===== src/rtl/lrwait_qnode_multi.sv =====
// lrwait_qnode_multi: MCS-lock queue node tracking several LR/SC reservations and injecting WakeUp requests
module lrwait_qnode_multi #(
  parameter int unsigned NumSlots  = 2,
  parameter int unsigned AddrWidth = 32,
  parameter int unsigned DataWidth = 32,
  parameter int unsigned MetaWidth = 16,
  parameter int unsigned IdWidth   = 5
) (
  input  logic                   clk_i,
  input  logic                   rst_ni,
  input  logic [AddrWidth-1:0]   snitch_qaddr_i,
  input  logic                   snitch_qwrite_i,
  input  logic [3:0]             snitch_qamo_i,
  input  logic [DataWidth-1:0]   snitch_qdata_i,
  input  logic [DataWidth/8-1:0] snitch_qstrb_i,
  input  logic [IdWidth-1:0]     snitch_qid_i,
  input  logic                   snitch_qvalid_i,
  output logic                   snitch_qready_o,
  output logic [DataWidth-1:0]   snitch_pdata_o,
  output logic                   snitch_perror_o,
  output logic [IdWidth-1:0]     snitch_pid_o,
  output logic                   snitch_pvalid_o,
  input  logic                   snitch_pready_i,
  output logic [AddrWidth-1:0]   tile_qaddr_o,
  output logic                   tile_qwrite_o,
  output logic [3:0]             tile_qamo_o,
  output logic [DataWidth-1:0]   tile_qdata_o,
  output logic [DataWidth/8-1:0] tile_qstrb_o,
  output logic [IdWidth-1:0]     tile_qid_o,
  output logic                   tile_qlrwait_o,
  output logic                   tile_qvalid_o,
  input  logic                   tile_qready_i,
  input  logic [DataWidth-1:0]   tile_pdata_i,
  input  logic                   tile_perror_i,
  input  logic [IdWidth-1:0]     tile_pid_i,
  input  logic                   tile_plrwait_i,
  input  logic                   tile_pvalid_i,
  output logic                   tile_pready_o,
  output logic [NumSlots-1:0]    slot_busy_o,
  output logic                   err_o
);
  localparam int unsigned IdxW = NumSlots > 1 ? $clog2(NumSlots) : 1;
  localparam logic [3:0] AmoLr = 4'hA;
  localparam logic [3:0] AmoSc = 4'hB;
  typedef enum logic [2:0] {FREE, WAIT_LR, RESERVED, WAIT_SC, WAKE_UP} state_e;
  state_e               state_q [NumSlots];
  state_e               state_d [NumSlots];
  logic [AddrWidth-1:0] addr_q  [NumSlots];
  logic [AddrWidth-1:0] addr_d  [NumSlots];
  logic [IdWidth-1:0]   id_q    [NumSlots];
  logic [IdWidth-1:0]   id_d    [NumSlots];
  logic [MetaWidth-1:0] meta_q  [NumSlots];
  logic [MetaWidth-1:0] meta_d  [NumSlots];
  logic [NumSlots-1:0]  has_succ_q, has_succ_d;
  logic [NumSlots-1:0]  su_hit, sc_ok, sc_hit, rsp_hit;
  logic                 err_q, err_d;
  logic                 any_wake, any_free, dup, is_lr, is_sc, lr_stall, q_hs, p_hs, p_succ;
  logic [IdxW-1:0]      wake_idx, free_idx;

  always_comb begin
    any_wake = 1'b0;
    any_free = 1'b0;
    dup      = 1'b0;
    wake_idx = '0;
    free_idx = '0;
    for (int i = NumSlots - 1; i >= 0; i--) begin
      if (state_q[i] == WAKE_UP) begin
        any_wake = 1'b1;
        wake_idx = IdxW'(i);
      end
      if (state_q[i] == FREE) begin
        any_free = 1'b1;
        free_idx = IdxW'(i);
      end
      if (state_q[i] != FREE && addr_q[i] == snitch_qaddr_i) dup = 1'b1;
    end
  end

  assign is_lr           = snitch_qamo_i == AmoLr;
  assign is_sc           = snitch_qamo_i == AmoSc;
  assign lr_stall        = is_lr && !any_free && !dup;
  assign snitch_qready_o = !any_wake && !lr_stall && tile_qready_i;
  assign q_hs            = snitch_qvalid_i && snitch_qready_o;
  assign tile_qvalid_o   = any_wake || (snitch_qvalid_i && !lr_stall);
  assign tile_qlrwait_o  = any_wake;
  assign tile_qaddr_o    = any_wake ? addr_q[wake_idx] : snitch_qaddr_i;
  assign tile_qwrite_o   = any_wake ? 1'b0 : snitch_qwrite_i;
  assign tile_qamo_o     = any_wake ? AmoLr : snitch_qamo_i;
  assign tile_qdata_o    = any_wake ? DataWidth'(meta_q[wake_idx]) : snitch_qdata_i;
  assign tile_qstrb_o    = any_wake ? '1 : snitch_qstrb_i;
  assign tile_qid_o      = any_wake ? id_q[wake_idx] : snitch_qid_i;

  assign p_succ          = tile_pvalid_i && tile_plrwait_i;
  assign snitch_pvalid_o = tile_pvalid_i && !tile_plrwait_i;
  assign snitch_pdata_o  = tile_pdata_i;
  assign snitch_perror_o = tile_perror_i;
  assign snitch_pid_o    = tile_pid_i;
  assign tile_pready_o   = tile_plrwait_i || snitch_pready_i;
  assign p_hs            = snitch_pvalid_o && snitch_pready_i;
  assign err_o           = err_q;

  for (genvar g = 0; g < NumSlots; g++) begin : gen_slot
    assign su_hit[g]      = p_succ && id_q[g] == tile_pid_i && state_q[g] != FREE && state_q[g] != WAKE_UP;
    assign sc_ok[g]       = state_q[g] == RESERVED && addr_q[g] == snitch_qaddr_i;
    assign sc_hit[g]      = q_hs && is_sc && sc_ok[g];
    assign rsp_hit[g]     = p_hs && id_q[g] == tile_pid_i;
    assign slot_busy_o[g] = state_q[g] != FREE;
  end

  always_comb begin
    err_d = (q_hs && is_lr && dup) || (q_hs && is_sc && !(|sc_ok)) || (p_succ && !(|su_hit));
    has_succ_d = has_succ_q;
    for (int i = 0; i < NumSlots; i++) begin
      state_d[i] = state_q[i];
      addr_d[i]  = addr_q[i];
      id_d[i]    = id_q[i];
      meta_d[i]  = meta_q[i];
      if (su_hit[i]) begin
        meta_d[i]     = tile_pdata_i[MetaWidth-1:0];
        has_succ_d[i] = 1'b1;
      end
      case (state_q[i])
        FREE: if (q_hs && is_lr && !dup && free_idx == IdxW'(i)) begin
          state_d[i]    = WAIT_LR;
          addr_d[i]     = snitch_qaddr_i;
          id_d[i]       = snitch_qid_i;
          has_succ_d[i] = 1'b0;
        end
        WAIT_LR: state_d[i] = rsp_hit[i] ? RESERVED : WAIT_LR;
        RESERVED: if (sc_hit[i]) begin
          id_d[i]    = snitch_qid_i;
          state_d[i] = (has_succ_q[i] || su_hit[i]) ? WAKE_UP : WAIT_SC;
        end
        WAIT_SC: state_d[i] = su_hit[i] ? WAKE_UP : rsp_hit[i] ? FREE : WAIT_SC;
        WAKE_UP: if (tile_qready_i && wake_idx == IdxW'(i)) begin
          state_d[i]    = FREE;
          has_succ_d[i] = 1'b0;
        end
        default: state_d[i] = FREE;
      endcase
    end
  end

  always_ff @(posedge clk_i or negedge rst_ni) begin
    if (!rst_ni) begin
      for (int i = 0; i < NumSlots; i++) begin
        state_q[i] <= FREE;
        addr_q[i]  <= '0;
        id_q[i]    <= '0;
        meta_q[i]  <= '0;
      end
      has_succ_q <= '0;
      err_q      <= 1'b0;
    end else begin
      state_q    <= state_d;
      addr_q     <= addr_d;
      id_q       <= id_d;
      meta_q     <= meta_d;
      has_succ_q <= has_succ_d;
      err_q      <= err_d;
    end
  end
endmodule


===== config.mk =====
export PLATFORM = sky130hd
export DESIGN_NAME = lrwait_qnode_multi
export DESIGN_NICKNAME = d
export VERILOG_FILES = /design/src/rtl/lrwait_qnode_multi.sv
export SDC_FILE = /design/constraint.sdc
export NUM_CORES = 1
export LEC_CHECK = 0
export ABC_CLOCK_PERIOD_IN_PS = 6700
export BUFFER_PORTS_ARGS = -buffer_cell sky130_fd_sc_hd__buf_4
export CORE_MARGIN = 5
export CORE_UTILIZATION = 55
export DETAILED_ROUTE_END_ITERATION = 6
export PLACE_DENSITY = 0.83
export SKIP_CTS_REPAIR_TIMING = 1
export SLEW_MARGIN = 15
export SYNTH_ARGS = -nofsm -noshare
export SYNTH_HDL_FRONTEND = slang
export SYNTH_SLANG_ARGS = --single-unit

===== constraint.sdc =====
create_clock -name clk_i -period 6.7 [get_ports clk_i]
set_clock_uncertainty 0.05 [all_clocks]
set_input_delay 1.34 -clock clk_i [delete_from_list [all_inputs] [get_ports clk_i]]
set_output_delay 1.34 -clock clk_i [all_outputs]
set_load 0.03 [all_outputs]

Word level (Yosys, flattened, before mapping)
Index checks and enable logic that the tools add are counted.
{"block": "word_totals", "output_inout_bits": 124, "register_bits": 115, "in_bits": 123, "wordCells": 149}
{"block": "op_classes", "mux": 53, "n_eq_ne": 22, "magnitude_cmp": 1, "bitwise_logic": 3, "reduce_logical": 60}
{"operator": "32-bit 2-to-1 mux", "n": 5}
{"operator": "32-bit equality test", "n": 2}
{"operator": "16-bit 2-to-1 mux", "n": 3}
{"operator": "5-bit 2-to-1 mux", "n": 8}
{"operator": "1-bit logical AND", "n": 33}
{"operator": "3-bit 2-to-1 mux", "n": 10}
{"operator": "3-bit one-hot mux with 5 select lines", "n": 2}
{"operator": "5-bit one-hot mux with 2 select lines", "n": 2}
{"operator": "1-bit 2-to-1 mux", "n": 15}
{"operator": "3-bit by 2-bit equality test with 1-bit output, second input constant", "n": 4}
{"operator": "3-bit AND reduction", "n": 4}
{"operator": "5-bit equality test", "n": 2}
{"operator": "4-bit equality test, second input constant", "n": 2}
{"operator": "2-bit 2-to-1 mux", "n": 4}
{"operator": "4-bit 2-to-1 mux", "n": 2}
{"operator": "2-bit by 1-bit != test with 1-bit output, second input constant", "n": 4}
{"operator": "1-bit logical NOT", "n": 7}
{"operator": "3-bit by 1-bit equality test with 1-bit output, second input constant", "n": 2}
{"operator": "3-bit equality test, second input constant", "n": 2}
{"operator": "3-bit logical NOT", "n": 2}
{"operator": "1-bit logical OR", "n": 6}
{"operator": "3-bit != test, second input constant", "n": 2}
{"operator": "3-bit nonzero test", "n": 2}
{"operator": "2-bit != test, second input constant", "n": 2}
{"operator": "7 further kinds", "n": 12}

Logic depth before layout (Yosys ltp)
Gate-level depths: netlist of run 1.
{"block": "depth", "depth_word": 15, "ltp_mapped": 11, "ltp_nobuf": 8}

Worst setup path before layout of run 1
Ideal clock, no wire load.
{"block": "synth_timing", "kind": "input to output", "startpoint": "input snitch_qaddr_i[11]", "endpoint": "output snitch_qready_o", "t_required_ns": 5.310, "setup_slack_ns": 2.687, "n_path_buf": 0, "stages": 7, "t_arrival_ns": 2.623, "path_cell_list": "xor2_1 -> nor4_1 -> nand4_1 -> nor2_1 -> nor4_1 -> nand3_1 -> and3_1"}
{"block": "synth_between", "elab_chain_cells": 9, "word_cells_on_any_way": 11, "classes_between": "eq/ne: 2; mux: 2; reduce/logical: 7"}
{"element": "start, declared", "line_no": "11", "source": "input logic [AddrWidth-1:0] snitch_qaddr_i,"}
{"element": "32-bit equality test", "line_no": "75", "source": "if (state_q[i] != FREE && addr_q[i] == snitch_qaddr_i) dup = 1'b1;"}
{"element": "1-bit logical AND", "line_no": "75"}
{"element": "1-bit 2-to-1 mux", "line_no": "75"}
{"element": "1-bit 2-to-1 mux *", "line_no": "75"}
{"element": "1-bit logical NOT *", "line_no": "81", "source": "assign lr_stall = is_lr && !any_free && !dup;"}
{"element": "1-bit logical AND *", "line_no": "81"}
{"element": "1-bit logical NOT *", "line_no": "82", "source": "assign snitch_qready_o = !any_wake && !lr_stall && tile_qready_i;"}
{"element": "1-bit logical AND * (2 in series)", "line_no": "82"}
{"element": "end, declared", "line_no": "18", "source": "output logic snitch_qready_o,"}
Every way passes the cells marked *; elsewhere a longest branch is shown, timed or not.

Worst setup path after layout of run 1
{"block": "layout_timing", "startpoint": "input snitch_qaddr_i[30]", "endpoint": "output snitch_qready_o"}
The elaborated chain is that of the path after synthesis.

==> results of run 1 <==
how the worst max path moves through the flow:
stage / from / to / slack [ps] / cells after the start
2_1_floorplan: snitch_qaddr_i[11] / snitch_qready_o / 2690 / 7
3_3_place_gp: snitch_qaddr_i[10] / snitch_qready_o / 2180 / 8
3_5_place_dp: snitch_qaddr_i[2] / snitch_qready_o / 2140 / 8
4_1_cts: snitch_qaddr_i[2] / snitch_qready_o / 2130 / 8
5_1_grt: snitch_qaddr_i[11] / snitch_qready_o / 1950 / 9
6_report: snitch_qaddr_i[30] / snitch_qready_o / 2150 / 8
cell families after synthesis:
logic type / count (synthesis) / share of synthesized area, %
simple gates: 153 / 11.5
xor+xnor: 74 / 9.29
buf+inv: 76 / 6.54
flops: 115 / 41.2
mux: 160 / 25.1
compound gates: 78 / 6.28
state kept, by name, indices dropped and copies added, names as in the netlist:
register / cells
addr_q: 64
err_o: 1
has_succ_q: 2
id_q: 10
meta_q: 32
state_q: 6
through the flow:
| step | cells | hold slack (ps) | utilization, % |
|---|---|---|---|
| after floorplan | 656 | 430 | - |
| after global placement | 977 | 439 | 67.3 |
| after detailed placement | 977 | 446 | 67.3 |
| after CTS | 1009 | 458 | 72.3 |
| after global routing | 1009 | 469 | 72.3 |
| final | 1009 | 454 | 72.3 |
power groups by stage:
stage | registers (W) | clock network, W | logic, W
3_5_place_dp | 0.00106 | 0 | 0.000744
5_1_grt | 0.00108 | 0.000990 | 0.000806
3_3_place_gp | 0.00104 | 0 | 0.000723
6_report | 0.00106 | 0.000943 | 0.000747
4_1_cts | 0.00106 | 0.000955 | 0.000752
2_1_floorplan | 0.00100 | 0 | 0.000552
final cells by class:
class / count / area (sq um)
clock buffer: 23 / 498
clock inverter: 9 / 125
fill: 944 / 3470
inverter: 4 / 15.0
multi-input combinational: 465 / 3650
sequential: 115 / 2880
tap: 172 / 215
timing repair buffer: 221 / 1660
Yosys cell counts, types with 6 or more instances:
cell type / instances
xnor2_1: 37
xor2_1: 37
o21ai_0: 59
nor2_1: 10
nand2_1: 64
mux2_2: 101
and2_1: 20
dfrtp_1: 115
buf_2: 11
nor4_1: 13
mux2i_1: 54
nand4_1: 13
clkbuf_1: 21
buf_4: 38
or3_1: 6
worst register-to-register path, stage by stage, from the launching register on:
cell,delay (ps)
dfrtp_1,450
nor3b_2,200
buf_4,340
nor2_4,360
inv_2,140
nor4b_4,360
nand2_1,100
a21o_1,170
buf_4,280
a311o_4,440
mux2_4,330
per-layer routing:
layer | vias up | global-route usage [%] | wire length, um
met4 | 0 | 8.47 | 313
met2 | 175 | 44.8 | 9680
met5 | - | 0 | 0
met1 | 2720 | 30.6 | 7660
li1 | 2607 | - | -
met3 | 28 | 6.22 | 1220
==> impl_metrics.yaml, run 1 <==
status:
  status: "complete, no violations"
route:
  post-route-drc-count: 0
  dr_total_vias: 5530
  drtPass1Iterations: 4
  drt_iter0_drc: 323
  wl_per_cell_um: 18.7
  via_per_inst: 5.48
  final_antenna_net_count: 0
  drt_wl_total_mm: 18.9
placement:
  gp_congestion: 0.844
  dpl_cell_area_sq_um: 8420
  pre_cts_slack_ps: 2140
  dp_hpwl_mm: 13.6
  port_buffers: 212
worst_setup_path:
  slowest_delay_ps: 600
  cp_top_family: "simple AND/OR/NAND/NOR gates"
  critical_path.slowest_cell: "nor4_1"
  critPathLaunchType: "input port"
  r2r_slack_ps: 3370
  crit_chain: "buf_4 -> xnor2_1 -> nand4_1 -> nor4_1 -> nand2_1 -> nand3_1 -> and3_1 -> buf_4"
  rr_endpoint: "id_q[6]"
  required_ps: 5310
  end_kind: "output port"
  crit_top_cell: "buf_4"
  crit_buf_inv: 2
  path_max_fanout: 5
  rr_startpoint: "state_q[2]"
  crit_type: "in2out"
  cp.arrival_ps: 3160
  reg2reg_depth: 10
cts:
  root_buffer: "clkbuf_16"
  cts_tree: "done"
  numCtsBuffers: 17
  clockBufferDepth: 2
  insertion_delay_ps: 410
  h-tree-depth: 4
  clk_pin_slew_worst_paths_ps: 50
  cts_sinks: 115
layout:
  mostFrequentLayoutCells: "buf_4, dfrtp_1, mux2_2"
  final_common_cell: "buf_4"
  area_growth_pct: 29.6
  final_area_sq_um: 9040
  nNetsFinal: 947
  drive_gt1_share_pct: 43.8
  num_antenna_cells: 0
global_routing:
  track_usage_pct: 25.5
  overflow: 0
  grt_max_degree: 77
  grt_pass1_wl_mm: 29.6
  grt_pass1_vias: 5791
  antenna_found_initial: 0
synthesis:
  syn-cell-area_sq_um: 6980
  syn_inst: 656
  syn_avg_cell_area_sq_um: 10.6
  synth_top_area_share_pct: 41.2
  async_flop_share_pct: 100
  synth_nets: 779
  synth.distinct_cells: 43
  synth-main-ff-cell: "dfrtp_1"
  synth_warnings: 0
  yosys_register_bits: 115
  ys_seq_area_share_pct: 41.2
  synth_edf_count: 0
  yosys-top-cells-area: "dfrtp_1, mux2_2, mux2i_1"
  synth_top_area_cell: "dfrtp_1"
flow_run:
  timing.max_cap.violations: 0
floorplan:
  rows: 41
  core_sq_um: 12500
  start_util_pct: 55.7
  design.die.area_sq_um: 15000
  die_h_um: 123
  die_width_um: 123
  io_pins: 247
timing:
  setup_slack_ps: 2150
  min_period_over_period_pct: 68.0
  hold_viol_final: 0
  setup_viol: 0
  post-route-min-period_ps: 4550
  max-slew-margin-rel_pct: 35.6
  tightest_slew_ps: 966
  finalSetupTns_ps: 0
  rsz0062_at_grt: "no"
  max_freq_mhz: 220
  slew_violations: 0
hold_path:
  min_to: "meta_q[8]"
  hold_class: "reg2reg"
  holdCritStartpoint: "meta_q[8]"
  holdPathStages: 1
pwr:
  comb_power_share_pct: 27.2
  swShare_pct: 31.2
  switchingPower_w: 0.000858
  peakVddDrop_v: 0.000172
  pwr-share-seq_pct: 38.5
  leakage_nw: 4.21
  p_clk_share_pct: 34.3
  power_density_nw_per_um2: 304
  p_total_w: 0.00275
  p_int_w: 0.00189
Note: power is estimated with default switching activity, not from simulation.
==> inputs of run 2 (changes only) <==
ABC_CLOCK_PERIOD_IN_PS = 3900   (was 6700)
CORE_UTILIZATION = 46   (was 55)
PLACE_DENSITY = 0.74   (was 0.83)
clock period = 3.9 ns   (was 6.7 ns; I/O delays follow)
==> run 2 against run 1 <==
  * Routed wire length is 5.3% lower
  * Critical path depth increased by 1
  * Sequential share of layout area about the same
  * First-iteration DRC count down 27%
  * Power increased by 64%
  * Via count shrank 1.0%
  * Utilization down 12 points
  * Non-clock buffer count is 2 higher
  * Die area is 18% higher
  * Critical endpoint unchanged
  * Largest power group unchanged
  * Highest routed layer unchanged
==> impl_metrics.yaml, run 2 (synthesis results as in run 1) <==
worst_setup_path:
  path_max_fanout: 5
  end_kind: "output port"
  crit_type: "in2out"
  critPathLaunchType: "input port"
  slowest_delay_ps: 550
  critical_path.slowest_cell: "nor4_1"
  cp_top_family: "simple AND/OR/NAND/NOR gates"
  cp.arrival_ps: 2570
  crit_chain: "buf_4 -> xor2_1 -> nor4_1 -> nand4_1 -> nor2_1 -> nor4_1 -> nand3_1 -> and3_1 -> buf_4"
  required_ps: 3070
  crit_buf_inv: 2
pwr:
  p_int_w: 0.00307
  comb_power_share_pct: 28.2
  leakage_nw: 4.20
  switchingPower_w: 0.00144
  p_clk_share_pct: 31.8
  power_density_nw_per_um2: 497
  p_total_w: 0.00450
  pwr-share-seq_pct: 40.0
  swShare_pct: 31.9
  peakVddDrop_v: 0.000299
layout:
  final_area_sq_um: 9050
  num_antenna_cells: 0
  area_growth_pct: 29.8
  drive_gt1_share_pct: 43.7
  fillCellCount: 1290
  largest_registers: "addr_q (64), meta_q (32), id_q (10)"
  largest_register_ffs: 64
  mostFrequentLayoutCells: "buf_4, dfrtp_1, mux2_2"
  nNetsFinal: 949
  final_common_cell: "buf_4"
  top_register: "addr_q"
  final_cell_count_no_fill: 1027
route:
  drt_wl_total_mm: 17.9
  dr_total_vias: 5474
  drt_iter0_drc: 236
  wl_per_cell_um: 17.4
  via_per_inst: 5.33
  final_antenna_net_count: 0
  post-route-drc-count: 0
  drtPass1Iterations: 5
placement:
  port_buffers: 212
  dp_cells: 995
  dpl_cell_area_sq_um: 8510
  dp_hpwl_mm: 12.7
  gp_congestion: 0.838
global_routing:
  antenna_found_initial: 0
  track_usage_pct: 20.1
  grt_pass1_wl_mm: 28.6
  met1_usage_pct: 27.3
  use_met3_pct: 5.97
  overflow: 0
  busiest_layer: "met2"
  grt_max_degree: 114
  grtUsageMet2_pct: 31.9
  grt_pass1_vias: 5480
timing:
  tightest_slew_ps: 686
  rsz0062_at_grt: "no"
  setup_viol: 0
  post-route-min-period_ps: 3400
  finalSetupTns_ps: 0
  max-slew-margin-rel_pct: 54.2
  hold_viol_final: 0
  slew_violations: 0
  min_period_over_period_pct: 87.2
  whs_ps: 358
  max_freq_mhz: 294
floorplan:
  io_pins: 247
  die_h_um: 133
  start_util_pct: 46.4
  die_width_um: 133
  core_sq_um: 15000
  rows: 45
  design.die.area_sq_um: 17700
cts:
  cts_tree: "done"
  numCtsBuffers: 17
  cts_sinks: 115
  root_buffer: "clkbuf_16"
  h-tree-depth: 4
  clk_pin_slew_worst_paths_ps: 50
  insertion_delay_ps: 410
  clockBufferDepth: 2
status:
  status: "complete, no violations"
flow_run:
  timing.max_cap.violations: 0
hold_path:
  hold_class: "in2async"
## run 2: cell count changes in the layout (fill, tap and decap cells not counted)
cell,previous run,this run
buf_4,221,219
clkbuf_1,1,3
buf_12,0,4
bufinv_16,3,1
clkbuf_8,5,2
clkinv_2,4,6
clkinv_4,0,1
## run 2: path summary, 6_finish.rpt
check,end,cells past startpoint,startpoint,slack (ps)
worst min register to register,meta_q[16],1,meta_q[16],450
min in group clk_i,meta_q[16],1,meta_q[16],450
worst max register to register,addr_q[58],8,addr_q[30],1100
max in group asynchronous,state_q[5],2,rst_ni,2620
worst min-delay path,addr_q[34],1,rst_ni,360
worst max-delay path,snitch_qready_o,9,snitch_qaddr_i[30],500
## run 2: layout make-up
type                    instances  area [sq um]  share of cell area, %
clock inverters                10          83.8                  0.926
repair buffers                223          1720                   19.0
flip-flops and latches        115          2880                   31.8
well taps                     188           235                   2.60
inverters                       4          15.0                  0.166
multi-input cells             465          3650                   40.4
clock buffers                  22           464                   5.13
## run 2: per-layer routing
metal	vias to the layer above	share of wire [%]	wire [um]
met3	21	7.9	1410
li1	2614	-	-
met4	0	1.4	254
met1	2634	43	7730
met2	205	47	8480
met5	-	0	0
## run 2: power by group through the flow
stage / clock network (W) / registers, W / logic [W]
global route: 0.00152 / 0.00185 / 0.00138
finish: 0.00143 / 0.00180 / 0.00127
detailed placement: 0 / 0.00182 / 0.00128
global placement: 0 / 0.00180 / 0.00125
floorplan: 0 / 0.00172 / 0.000948
CTS: 0.00146 / 0.00180 / 0.00129
## run 2: stage by stage
step	setup slack, ps	util (%)
4_1_cts	464	60.2
5_1_grt	396	60.2
3_5_place_dp	477	56.6
3_3_place_gp	456	56.6
2_1_floorplan	917	-
6_report	500	60.2
